$ cat config.mk
export PLATFORM = sky130hd
export DESIGN_NAME = wrapper_packet_arbiter
export DESIGN_NICKNAME = d
export VERILOG_FILES = /design/src/rtl/wrapper_packet_arbiter.sv
export SDC_FILE = /design/constraint.sdc
export NUM_CORES = 1
export LEC_CHECK = 0
export ABC_CLOCK_PERIOD_IN_PS = 9000
export BUFFER_PORTS_ARGS = -buffer_cell sky130_fd_sc_hd__buf_2
export CAP_MARGIN = 20
export CORE_AREA = 2 2 526 528
export DETAILED_ROUTE_END_ITERATION = 10
export DIE_AREA = 0 0 528 530
export PLACE_DENSITY = 0.3
export SKIP_LAST_GASP = 1
export SYNTH_ARGS = -nofsm -noshare
export SYNTH_HDL_FRONTEND = slang
export SYNTH_SLANG_ARGS = --single-unit
$ cat constraint.sdc
create_clock -name hclk -period 9 [get_ports hclk]
set_clock_uncertainty 0.2 [all_clocks]
set_input_delay 1.8 -clock hclk [delete_from_list [all_inputs] [get_ports hclk]]
set_output_delay 1.8 -clock hclk [all_outputs]
set_load 0.05 [all_outputs]
$ cat src/rtl/wrapper_packet_arbiter.sv
// Round-robin, block-granular arbiter sharing one registered packet output between NUM_SRC sources.
// Optional starvation guard enabled by defining WRAPPER_PACKET_ARB_STARVE_GUARD_EN.
module wrapper_packet_arbiter #(
    parameter int unsigned NUM_SRC          = 4,
    parameter int unsigned PACKETWIDTH      = 256,
    parameter int unsigned PACKETSPACEWIDTH = 6,
    localparam int unsigned SELW            = $clog2(NUM_SRC)
) (
    input  logic                                      hclk,
    input  logic                                      hreset,
    input  logic [NUM_SRC-1:0][PACKETWIDTH-1:0]       src_data,
    input  logic [NUM_SRC-1:0]                        src_last,
    input  logic [NUM_SRC-1:0][PACKETSPACEWIDTH-1:0]  src_remain,
    input  logic [NUM_SRC-1:0]                        src_valid,
    output logic [NUM_SRC-1:0]                        src_ready,
    output logic [PACKETWIDTH-1:0]                    packet_data,
    output logic                                      packet_data_last,
    output logic [PACKETSPACEWIDTH-1:0]               packet_data_remain,
    output logic                                      packet_data_valid,
    input  logic                                      packet_data_ready,
    output logic                                      grant_active,
    output logic [SELW-1:0]                           grant_id,
    output logic                                      block_err,
    input  logic                                      err_clear
);

    typedef enum logic {StIdle, StLocked} state_e;

    state_e                      state_q;
    logic [SELW-1:0]             rr_ptr_q;
    logic [SELW-1:0]             grant_id_q;
    logic                        grant_active_q;
    logic [PACKETWIDTH-1:0]      pd_data_q;
    logic                        pd_last_q;
    logic [PACKETSPACEWIDTH-1:0] pd_remain_q;
    logic                        pd_valid_q;
    logic [PACKETSPACEWIDTH-1:0] exp_remain_q;
    logic                        first_beat_q;
    logic                        block_err_q;

    logic                        any_valid;
    logic                        rr_found;
    logic [SELW-1:0]             rr_idx;
    logic [SELW-1:0]             rr_pick;
    logic [SELW-1:0]             grant_pick;
    logic [SELW-1:0]             rr_ptr_d;
    logic                        xfer;
    logic                        frame_err;
    logic [PACKETWIDTH-1:0]      sel_data;
    logic                        sel_last;
    logic [PACKETSPACEWIDTH-1:0] sel_remain;

    assign any_valid  = |src_valid;
    assign sel_data   = src_data[grant_id_q];
    assign sel_last   = src_last[grant_id_q];
    assign sel_remain = src_remain[grant_id_q];
    assign rr_ptr_d   = (grant_id_q == SELW'(NUM_SRC - 1)) ? '0 : grant_id_q + SELW'(1);

    // First valid source at or after rr_ptr, wrapping modulo NUM_SRC.
    always_comb begin
        rr_found = 1'b0;
        rr_pick  = '0;
        rr_idx   = '0;
        for (int unsigned i = 0; i < NUM_SRC; i++) begin
            rr_idx = SELW'((32'(rr_ptr_q) + i) % NUM_SRC);
            if (!rr_found && src_valid[rr_idx]) begin
                rr_found = 1'b1;
                rr_pick  = rr_idx;
            end
        end
    end

`ifdef WRAPPER_PACKET_ARB_STARVE_GUARD_EN
    logic [NUM_SRC-1:0][7:0] wait_q;
    logic                    starve_found;
    logic [SELW-1:0]         starve_pick;

    always_comb begin
        starve_found = 1'b0;
        starve_pick  = '0;
        for (int unsigned i = 0; i < NUM_SRC; i++) begin
            if (!starve_found && src_valid[i] && wait_q[i] == 8'hFF) begin
                starve_found = 1'b1;
                starve_pick  = SELW'(i);
            end
        end
    end

    assign grant_pick = starve_found ? starve_pick : rr_pick;

    always_ff @(posedge hclk or posedge hreset) begin
        if (hreset) begin
            wait_q <= '0;
        end else if (state_q == StIdle && any_valid) begin
            for (int unsigned i = 0; i < NUM_SRC; i++) begin
                if (SELW'(i) == grant_pick) begin
                    wait_q[i] <= '0;
                end else if (src_valid[i] && wait_q[i] != 8'hFF) begin
                    wait_q[i] <= wait_q[i] + 8'd1;
                end
            end
        end
    end
`else
    assign grant_pick = rr_pick;
`endif

    always_comb begin
        src_ready = '0;
        if (state_q == StLocked) begin
            src_ready[grant_id_q] = !pd_valid_q || packet_data_ready;
        end
    end

    assign xfer = (state_q == StLocked) && src_valid[grant_id_q] && src_ready[grant_id_q];

    // Remain must count down by one per beat and hit zero exactly on the last beat.
    always_comb begin
        frame_err = 1'b0;
        if (sel_last && sel_remain != '0) begin
            frame_err = 1'b1;
        end
        if (!sel_last && sel_remain == '0) begin
            frame_err = 1'b1;
        end
        if (!first_beat_q &&
            (exp_remain_q == '0 || sel_remain != exp_remain_q - PACKETSPACEWIDTH'(1))) begin
            frame_err = 1'b1;
        end
    end

    always_ff @(posedge hclk or posedge hreset) begin
        if (hreset) begin
            state_q        <= StIdle;
            rr_ptr_q       <= '0;
            grant_id_q     <= '0;
            grant_active_q <= 1'b0;
            pd_data_q      <= '0;
            pd_last_q      <= 1'b0;
            pd_remain_q    <= '0;
            pd_valid_q     <= 1'b0;
            exp_remain_q   <= '0;
            first_beat_q   <= 1'b1;
            block_err_q    <= 1'b0;
        end else begin
            block_err_q <= (xfer && frame_err) || (block_err_q && !err_clear);

            if (xfer) begin
                pd_data_q    <= sel_data;
                pd_last_q    <= sel_last;
                pd_remain_q  <= sel_remain;
                pd_valid_q   <= 1'b1;
                exp_remain_q <= sel_remain;
                first_beat_q <= sel_last;
            end else if (packet_data_ready) begin
                pd_valid_q <= 1'b0;
            end

            case (state_q)
                StIdle: begin
                    if (any_valid) begin
                        grant_id_q     <= grant_pick;
                        grant_active_q <= 1'b1;
                        state_q        <= StLocked;
                    end
                end
                StLocked: begin
                    if (xfer && sel_last) begin
                        grant_active_q <= 1'b0;
                        rr_ptr_q       <= rr_ptr_d;
                        state_q        <= StIdle;
                    end
                end
                default: state_q <= StIdle;
            endcase
        end
    end

    assign packet_data        = pd_data_q;
    assign packet_data_last   = pd_last_q;
    assign packet_data_remain = pd_remain_q;
    assign packet_data_valid  = pd_valid_q;
    assign grant_active       = grant_active_q;
    assign grant_id           = grant_id_q;
    assign block_err          = block_err_q;

endmodule

# Word level (Yosys, flattened, before mapping)
# Index checks and enable logic that the tools add are counted.
word_totals:
  register_bits: 272
  inputBits: 1060
classes:
  n_addsub: 5
  reduce_logical: 30
  n_mux: 40
  n_lt_le_gt_ge: 6
  bitwise_logic: 2
  n_eq_ne: 4
op_table:
  columns: ["operator", "n"]
  rows:
  - ["$bmux W256 S2", 1]
  - ["$mux W256", 1]
  - ["$mux W1", 20]
  - ["$lt A2 B3 Y1 const B", 5]
  - ["$bmux W1 S2", 7]
  - ["$bmux W6 S2", 1]
  - ["$logic_and A1 B1 Y1", 12]
  - ["$logic_not A6 Y1", 2]
  - ["$mux W2", 5]
  - ["$logic_not A1 Y1", 7]
  - ["$mux W6", 1]
  - ["$ne A6 B6 Y1", 1]
  - ["$reduce_and A2 Y1", 3]
  - ["$reduce_bool A6 Y1", 1]
  - ["$sub A6 B1 Y6 const B", 1]
  - ["$add A2 B1 Y2 const B", 2]
  - ["$add A2 B2 Y2 const B", 2]
  - ["$and A4 B4 Y4", 1]
  - ["$mux W4", 1]
  - ["$pmux W1 S2", 2]
  - ["$reduce_or A4 Y1", 1]
  - ["$logic_or A1 B1 Y1", 3]
  - ["$demux W1 S2", 1]
  - ["$eq A2 B2 Y1 const B", 1]
  - ["5 further kinds", 5]

# Logic depth before layout (Yosys ltp)
# Gate-level depths: netlist (run 1).
logic_depth:
  ltp_word: 12
  mapped_depth: 14

# Least setup slack after synthesis (run 1)
# Ideal clock, no wire load.
synth_timing:
  kind: "input port to output port"
  start: "in packet_data_ready"
  end: "out src_ready[0]"
  required_time_ps: 7000
  path_slack_ps: 4585
  path_buffers: 0
  stages: 2
  arrival_ps: 2415
  cell_sequence: "nand2b_1 -> and3_1"
synth_between:
  elab_chain_cells: 3
synth_rtl:
  columns: ["element", "line_no", "text"]
  rows:
  - ["from (decl)", "20", "input logic packet_data_ready,"]
  - ["$logic_or A1 B1 Y1", "111", "src_ready[grant_id_q] = !pd_valid_q || packet_data_ready;"]
  - ["$and A4 B4 Y4 (no line)", null, null]
  - ["$mux W4", "110", "if (state_q == StLocked) begin"]
  - ["to (decl)", "15", "output logic [NUM_SRC-1:0] src_ready,"]
# Every way passes these cells.

# Worst setup path in the final report (run 1)
layout_timing:
  start: "in packet_data_ready"
  end: "out src_ready[1]"
# Same word-level chain as after synthesis.

==> impl_metrics.ini, run 1 <==
[sta]
fin_crit_sh_pct = 53.3
fin_setup_tns_ns = 0
whs_ns = 0.261
fin_crit_ns = 4.79
report.final.slew_viol_count = 0
timing.final.ws_setup_ns = 4.21
final_hold_viol_count = 0
fmax_ghz = 0.209
worst_pin_slew_ns = 0.991
rsz0062_at_grt = false
slew_headroom_pct = 34.0
setup_viol = 0

[power]
fin_total_pwr_mw = 10.9
p_clk_share_pct = 15.8
pwr-share-comb_pct = 63.1
power.leakage_nw = 12.0
vdd_drop_max_mv = 0.174
p_sw_mw = 5.49
seq_power_share_pct = 21.1
p_int_mw = 5.46
pwr_density_cell_mw_per_mm2 = 375
p_sw_share_pct = 50.1

[floorplanning]
io_pins = 1332
fp.dieH_um = 530
core_area_mm2 = 0.275
die_x_um = 528
start_util_pct = 6.07
rows = 193
dieArea_mm2 = 0.280

[drt]
dr.pass1.iters = 5
wl_met3_um = 30100
drt_wl_total_um = 174000
routed_via_density = 2.90
ant_nets = 0
vias = 17400
route.detailed.drc = 0
drt_iter0_markers = 1048
wl_met1_um = 57100
route.met2.wl_um = 79200
post_drt_wl_per_cell_um = 29.1
highest_layer = met5

[setup_path]
reg2reg_depth = 7
path_max_fanout = 6
required_ns = 7.00
r2r-start = grant_id[0]
end_kind = output pin
start_kind = primary input
path_class = primary input to output pin
r2r_end = packet_data[148]
worstPathArrival_ns = 2.79
r2r_slack_ns = 4.55

[yosys]
syn_nets = 2033
synth.distinct_cells = 40
synth_top_area_share_pct = 40.7
synth_edf_count = 0
synth-warning-count = 0
synthCells = 968
postSynth.asyncResetShare_pct = 100
synth_area_mm2 = 0.0167
netlist_top_cells_count = dfrtp_1, mux4_2, mux2_2, buf_2, clkbuf_1
synth-seq-cells = 272
yosys_most_used_dff = dfrtp_1
synthTopCellsByArea = dfrtp_1, mux4_2, mux2_2
syn_area_per_cell_um2 = 17.2
seq_area_frac_synth_pct = 40.8
synth_top_cell_by_area = dfrtp_1
synthMostInstantiatedCell = dfrtp_1

[worst_hold_path]
min_to = first_beat_q
worstHoldPathCells = 2
hold_class = flop to flop
min_from = first_beat_q

[global_route]
grt_pass1_vias = 17900
antenna_found_initial = 284
grt_max_degree = 93
grt_usage_pct = 12.0
overflow = 0
grt_pass1_wl_um = 211000

[placed_design]
io_buffers = 1331
pre_cts_ws_ns = 3.90
placed_cells = 5836
placed_cell_area_mm2 = 0.0276
gp_congestion = 0.926
hpwl_um = 157000

[cts]
cts_resized = 0
clk_latency_ns = 0.62
cts_hold_buf = 0
root_buffer = clkbuf_16
clock-sinks = 272
cts_buffers = 43
cts_tree = built
htreeDepth = 2
path_clk_slew_ns = 0.05
clk_path_buf_depth = 3
cts_setup_buffers = 0

[final_layout]
nNetsFinal = 3339
area_delta_synth_final_pct = 74.9
instances_no_fill = 5995
drive_gt1_share_pct = 83.9
fin_util_pct = 10.6
final_cell_area_mm2 = 0.0292

[outcome]
outcome = complete, no violations

[job]
cap_violations = 0
==> per-layer routing <==
metal | track usage [%] | vias up
li1 | - | 6726
met5 | 0.376 | -
met3 | 8.69 | 498
met1 | 11.9 | 8476
met4 | 3.87 | 182
met2 | 19.5 | 1515
==> cell type report <==
type | count | area, um2
clock buffers | 68 | 1260
fillers | 31800 | 246000
multi-input cells | 599 | 9390
repair buffers | 1351 | 6860
diodes | 83 | 208
flip-flops and latches | 272 | 6820
inverters | 7 | 30.0
clock inverters | 8 | 101
well taps | 3607 | 4510
==> cell families (layout without fill, tap and decap cells) <==
logic type | count (synthesis) | after routing | share of synthesized area (%)
AOI/OAI and AO/OA | 19 | 19 | 0.743
DFF | 272 | 272 | 40.8
other | 0 | 83 | 0
xor gates and xnor gates | 8 | 8 | 0.585
and+or+nand+nor | 40 | 40 | 1.22
buffers and inverters | 97 | 1434 | 2.93
muxes | 527 | 527 | 53.3
adders and majority gates | 5 | 5 | 0.375
==> sequential cells by signal (all words and copies together) (netlist names) <==
name / count
packet_data_valid: 1
block_err: 1
grant_id: 2
packet_data: 256
packet_data_last: 1
exp_remain_q: 6
first_beat_q: 1
state_q: 1
grant_active: 1
rr_ptr_q: 2
==> how the worst max path moves through the flow <==
stage                      startpoint  cells after the start                to
floorplan                      hreset                      1         block_err
global placement    packet_data_ready                      7  packet_data[129]
detailed placement  packet_data_ready                      7  packet_data[148]
CTS                       grant_id[0]                      2       grant_id[0]
global route              grant_id[0]                      2       grant_id[0]
finish              packet_data_ready                      4      src_ready[1]
==> critical path, stage by stage <==
cell,delay (ns)
buf_2,0.10
nand2b_1,0.36
and3_1,0.31
buf_2,0.21
==> power by group through the flow <==
stage          logic, mW  clock network, mW  registers [mW]
3_5_place_dp        7.02                  0            2.33
5_1_grt             7.25               1.86            2.42
2_1_floorplan       2.96                  0            4.39
6_report            6.90               1.73            2.31
4_1_cts             7.03               1.84            2.33
3_3_place_gp        6.99                  0            2.34
==> layout by cell type (no fill, tap or decap), types with 4 or more instances in the layout <==
master / instances
buf_12: 4
nand2_1: 13
mux2_2: 254
diode_2: 83
buf_2: 1331
clkbuf_8: 9
mux2_1: 8
clkbuf_1: 16
inv_1: 6
dfrtp_1: 269
o21ai_0: 6
mux4_2: 262
nor2_1: 6
ha_1: 5
clkbuf_16: 43
and3_1: 4
buf_4: 16
(Power assumes the default switching activity.)
==> run 2, diff against run 1 <==
Settings changed: ABC_CLOCK_PERIOD_IN_PS 9000 to 4100.
Clock period 9 ns to 4.1 ns, I/O delays scaled along.
==> run 2 against run 1 <==
Worst hold slack gained 0.0014 ns. Core utilization grew 0.15 points. Sequential power grew 120%. Sequential share of layout area shrank 0.33 points. Global-route usage is essentially flat. Clock power grew 120%. Register-to-register slack lost 3.5 ns. Worst setup slack lost 3.3 ns. Final cell count grew 0.68%. Wire length grew 0.42%. Sequential cell count is the same. Combinational power grew 120%. Critical path type is now flop to output pin. Highest routed layer unchanged.
==> impl_metrics.ini, run 2 (same netlist as run 1, synthesis figures left out) <==
[cts]
cts_buffers = 42
htreeDepth = 2
cts_setup_buffers = 0
cts_tree = built
cts_resized = 0
clk_latency_ns = 0.63
root_buffer = clkbuf_16
path_clk_slew_ns = 0.06
clock-sinks = 272
cts_hold_buf = 1
clk_path_buf_depth = 3

[setup_path]
crit_path_top_delay_cell = dfrtp_4
slowest_delay_ns = 0.62
path_class = flop to output pin
path_max_fanout = 18
worstPathArrival_ns = 2.19
required_ns = 3.08
start_kind = flop
critical-path-top-delay-family = flip-flops
crit_chain = inv_1, ha_1, and3_1, buf_2
end_kind = output pin
crit_buf_inv = 2

[sta]
worst_pin_slew_ns = 0.876
final_hold_viol_count = 0
slew_headroom_pct = 41.6
rsz0062_at_grt = false
fmax_ghz = 0.311
fin_setup_tns_ns = 0
whs_ns = 0.262
fin_crit_ns = 3.21
fin_crit_sh_pct = 78.4
report.final.slew_viol_count = 0
setup_viol = 0

[global_route]
grt_pass1_wl_um = 213000
grt_max_degree = 84
grt_usage_pct = 12.0
grt_pass1_vias = 18100
overflow = 0
antenna_found_initial = 286

[final_layout]
drive_gt1_share_pct = 84.3
fin_util_pct = 10.8
nNetsFinal = 3372
instances_no_fill = 6036
area_delta_synth_final_pct = 77.5
final_common_cell = buf_2
largest_reg_flops = 256
final_cell_area_mm2 = 0.0296
fillers = 31700
final_cell_mix = buf_2, dfrtp_1, mux4_2

[drt]
dr.pass1.iters = 6
ant_nets = 0
routed_via_density = 2.87
post_drt_wl_per_cell_um = 29.0
vias = 17300
drt_iter0_markers = 1052
drt_wl_total_um = 175000
route.detailed.drc = 0

[power]
pwr_density_cell_mw_per_mm2 = 825
power.leakage_nw = 12.3
vdd_drop_max_mv = 0.401

[placed_design]
gp_congestion = 0.933
hpwl_um = 159000
io_buffers = 1331
placed_cells = 5869
placed_cell_area_mm2 = 0.0280

[worst_hold_path]
hold_class = flop to flop

[outcome]
outcome = complete, no violations

[floorplanning]
start_util_pct = 6.07
io_pins = 1332
fp.dieH_um = 530
core_area_mm2 = 0.275
dieArea_mm2 = 0.280
die_x_um = 528
rows = 193

[job]
cap_violations = 0
run 2: cell types whose count changed in the layout (fill, tap and decap cells not counted), moves of 2 or more:
cell        delta
diode_2        +9
clkinvlp_4     +2
clkbuf_1       -4
buf_12         +8
clkinv_2       -2
clkbuf_8       +3
buf_4         +25
run 2: worst paths after layout:
check	start	endpoint	slack (ns)	cells after the start
min in group asynchronous	hreset	packet_data[65]	0.63	3
max in group asynchronous	hreset	packet_data[27]	2.08	4
min reg2reg	first_beat_q	first_beat_q	0.26	2
max	grant_id[0]	src_ready[2]	0.89	4
min	first_beat_q	first_beat_q	0.26	2
max reg2reg	grant_id[0]	packet_data[153]	1.09	8
run 2: layout make-up:
cell class	instances	area (um2)	share of cell area, %
antenna	92	230	0.778
timing repair buffer	1385	7220	24.4
clock inverter	7	119	0.401
clock buffer	67	1290	4.34
sequential	272	6820	23.0
tap	3607	4510	15.2
multi-input combinational	599	9390	31.7
inverter	7	30.0	0.101
run 2: per-layer routing:
metal,vias to the layer above,global-route usage (%),share of wire (%)
met5,-,0.410,0.74
met4,196,4.09,4.4
met3,490,8.87,17
met2,1377,19.1,44
met1,8458,12.1,33
li1,6801,-,-
run 2: power by group:
group	switching [mW]	internal, mW
Sequential	0.914	4.15
Combinational	9.68	5.84
Clock	1.53	2.32
run 2: worst register-to-register path: cells and delay by family (launching register included):
family | cells | cell delay [ns]
multiplexers | 1 | 0.38
AO/OA/AOI/OAI | 2 | 0.56
buffers and inverters | 3 | 0.88
AND/OR/NAND/NOR | 1 | 0.06
flip-flops | 1 | 0.62
adder cells (fa/ha/maj) | 1 | 0.19
run 2: metrics by stage:
step           total power [mW]  setup slack, ns
2_1_floorplan              16.1           -0.515
3_3_place_gp               20.8             1.03
3_5_place_dp               20.9             1.10
4_1_cts                    25.0            0.760
5_1_grt                    25.7            0.739
6_report                   24.4            0.887
==> run 3, diff against run 2 <==
Settings changed: ABC_CLOCK_PERIOD_IN_PS 4100 to 2850.
Clock period 4.1 ns to 2.85 ns, I/O delays scaled along.
==> run 3 against run 2 <==
First-iteration DRC count increased by 0.19%. Combinational power increased by 48%. Sequential cell count unchanged. Clock-buffer cell count decreased by 5. Die area unchanged. Via count increased by 1.7%. Worst setup slack got worse by 0.77 ns. Largest power group unchanged.
==> impl_metrics.ini, run 3 (same netlist as run 1, synthesis figures left out) <==
[power]
p_sw_share_pct = 49.8
pwr-share-comb_pct = 64.9
fin_total_pwr_mw = 35.5
power.leakage_nw = 12.4
vdd_drop_max_mv = 0.616
p_int_mw = 17.8
pwr_density_cell_mw_per_mm2 = 1190
seq_power_share_pct = 20.2
p_sw_mw = 17.7
p_clk_share_pct = 14.9

[worst_hold_path]
worstHoldPathCells = 3
min_to = packet_data_valid
hold_class = primary input to flop
min_from = packet_data_ready

[placed_design]
gp_congestion = 0.917
placed_cell_area_mm2 = 0.0283
hpwl_um = 159000
io_buffers = 1331
pre_cts_ws_ns = 0.160

[setup_path]
r2r_slack_ns = 0.16
reg2reg_depth = 8
required_ns = 2.08
path_class = flop to output pin
end_kind = output pin
start_kind = flop
path_max_fanout = 20
r2r_end = packet_data[128]
r2r-start = grant_id[0]
worstPathArrival_ns = 1.96

[global_route]
grt_pass1_vias = 18200
grt_pass1_wl_um = 213000
grt_max_degree = 74
antenna_found_initial = 281
overflow = 0
grt_usage_pct = 12.0

[sta]
fmax_ghz = 0.366
setup_viol = 0
final_hold_viol_count = 0
report.final.slew_viol_count = 0
rsz0062_at_grt = false
fin_crit_sh_pct = 95.9
worst_pin_slew_ns = 0.646
fin_setup_tns_ns = 0
fin_crit_ns = 2.73
slew_headroom_pct = 56.9
timing.final.ws_setup_ns = 0.117

[drt]
drt_iter0_markers = 1054
route.detailed.drc = 0
dr.pass1.iters = 5
vias = 17600
drt_wl_total_um = 176000
post_drt_wl_per_cell_um = 29.0
ant_nets = 0
routed_via_density = 2.91

[cts]
clk_latency_ns = 0.64
root_buffer = clkbuf_16
clock-sinks = 272
path_clk_slew_ns = 0.06
clk_path_buf_depth = 3
cts_buffers = 42
htreeDepth = 2
cts_tree = built

[floorplanning]
fp.dieH_um = 530
dieArea_mm2 = 0.280
start_util_pct = 6.07
io_pins = 1332
core_area_mm2 = 0.275
rows = 193
die_x_um = 528

[final_layout]
drive_gt1_share_pct = 84.6
largest_reg_flops = 256
final_cell_area_mm2 = 0.0299
fin_util_pct = 10.9
nNetsFinal = 3394
area_delta_synth_final_pct = 79.4
final_cell_mix = buf_2, dfrtp_1, mux4_2
final_common_cell = buf_2

[job]
cap_violations = 0

[outcome]
outcome = complete, no violations
[run 3: critical path, stage by stage, from the launching register on]
cell and delay, ns:
dfrtp_4 0.51, buf_12 0.18, ha_1 0.20, and3_1 0.18, buf_4 0.21
[run 3: how the worst max path moves through the flow]
stage / from / to / slack, ns / depth (start not counted)
global placement: src_remain[15] / block_err / 0.15 / 6
global route: grant_id[1] / src_ready[2] / 0.02 / 4
CTS: grant_id[0] / grant_id[0] / -0.03 / 3
floorplan: hreset / block_err / -1.51 / 1
detailed placement: src_remain[15] / block_err / 0.16 / 6
finish: grant_id[1] / src_ready[2] / 0.12 / 4
[run 3: routing by layer]
layer  up-vias  share of wire [%]  GRT usage [%]
li1       6856                  -              -
met1      8627                 34           12.3
met2      1435                 45           19.4
met3       498                 16           8.39
met4       204                3.7           3.72
met5         -               0.77              0
[run 3: timing repair]
item | in CTS | in global routing
endpoints found under the hold margin | 22 | 0
buffers inserted | 0 | 1
gates cloned | 0 | 1
setup endpoints to repair | 6 | 2
hold buffers | 2 | 0
resized for setup | 6 | 3
[run 3: power groups by stage]
stage	clock [mW]	sequential [mW]	combinational, mW
after floorplan	0	13.9	9.36
after global placement	0	7.24	23.2
after detailed placement	0	7.22	23.3
after CTS	5.58	7.20	23.3
after global routing	5.67	7.46	24.2
final	5.28	7.17	23.0
[run 3: cell type report]
class	count	area, um2
Timing Repair Buffer	1407	7590
Fill cell	31700	245000
Inverter	7	30.0
Sequential cell	272	6820
Clock inverter	14	105
Clock buffer	62	1250
Tap cell	3607	4510
Multi-Input combinational cell	599	9390
Antenna cell	93	233
[run 3: stage by stage]
stage | std cells | hold slack (ns)
finish | 6061 | 0.116
global route | 5992 | 0.0914
CTS | 5966 | 0.0256
detailed placement | 5889 | 0.253
global placement | 5889 | 0.252
floorplan | 968 | 0.239
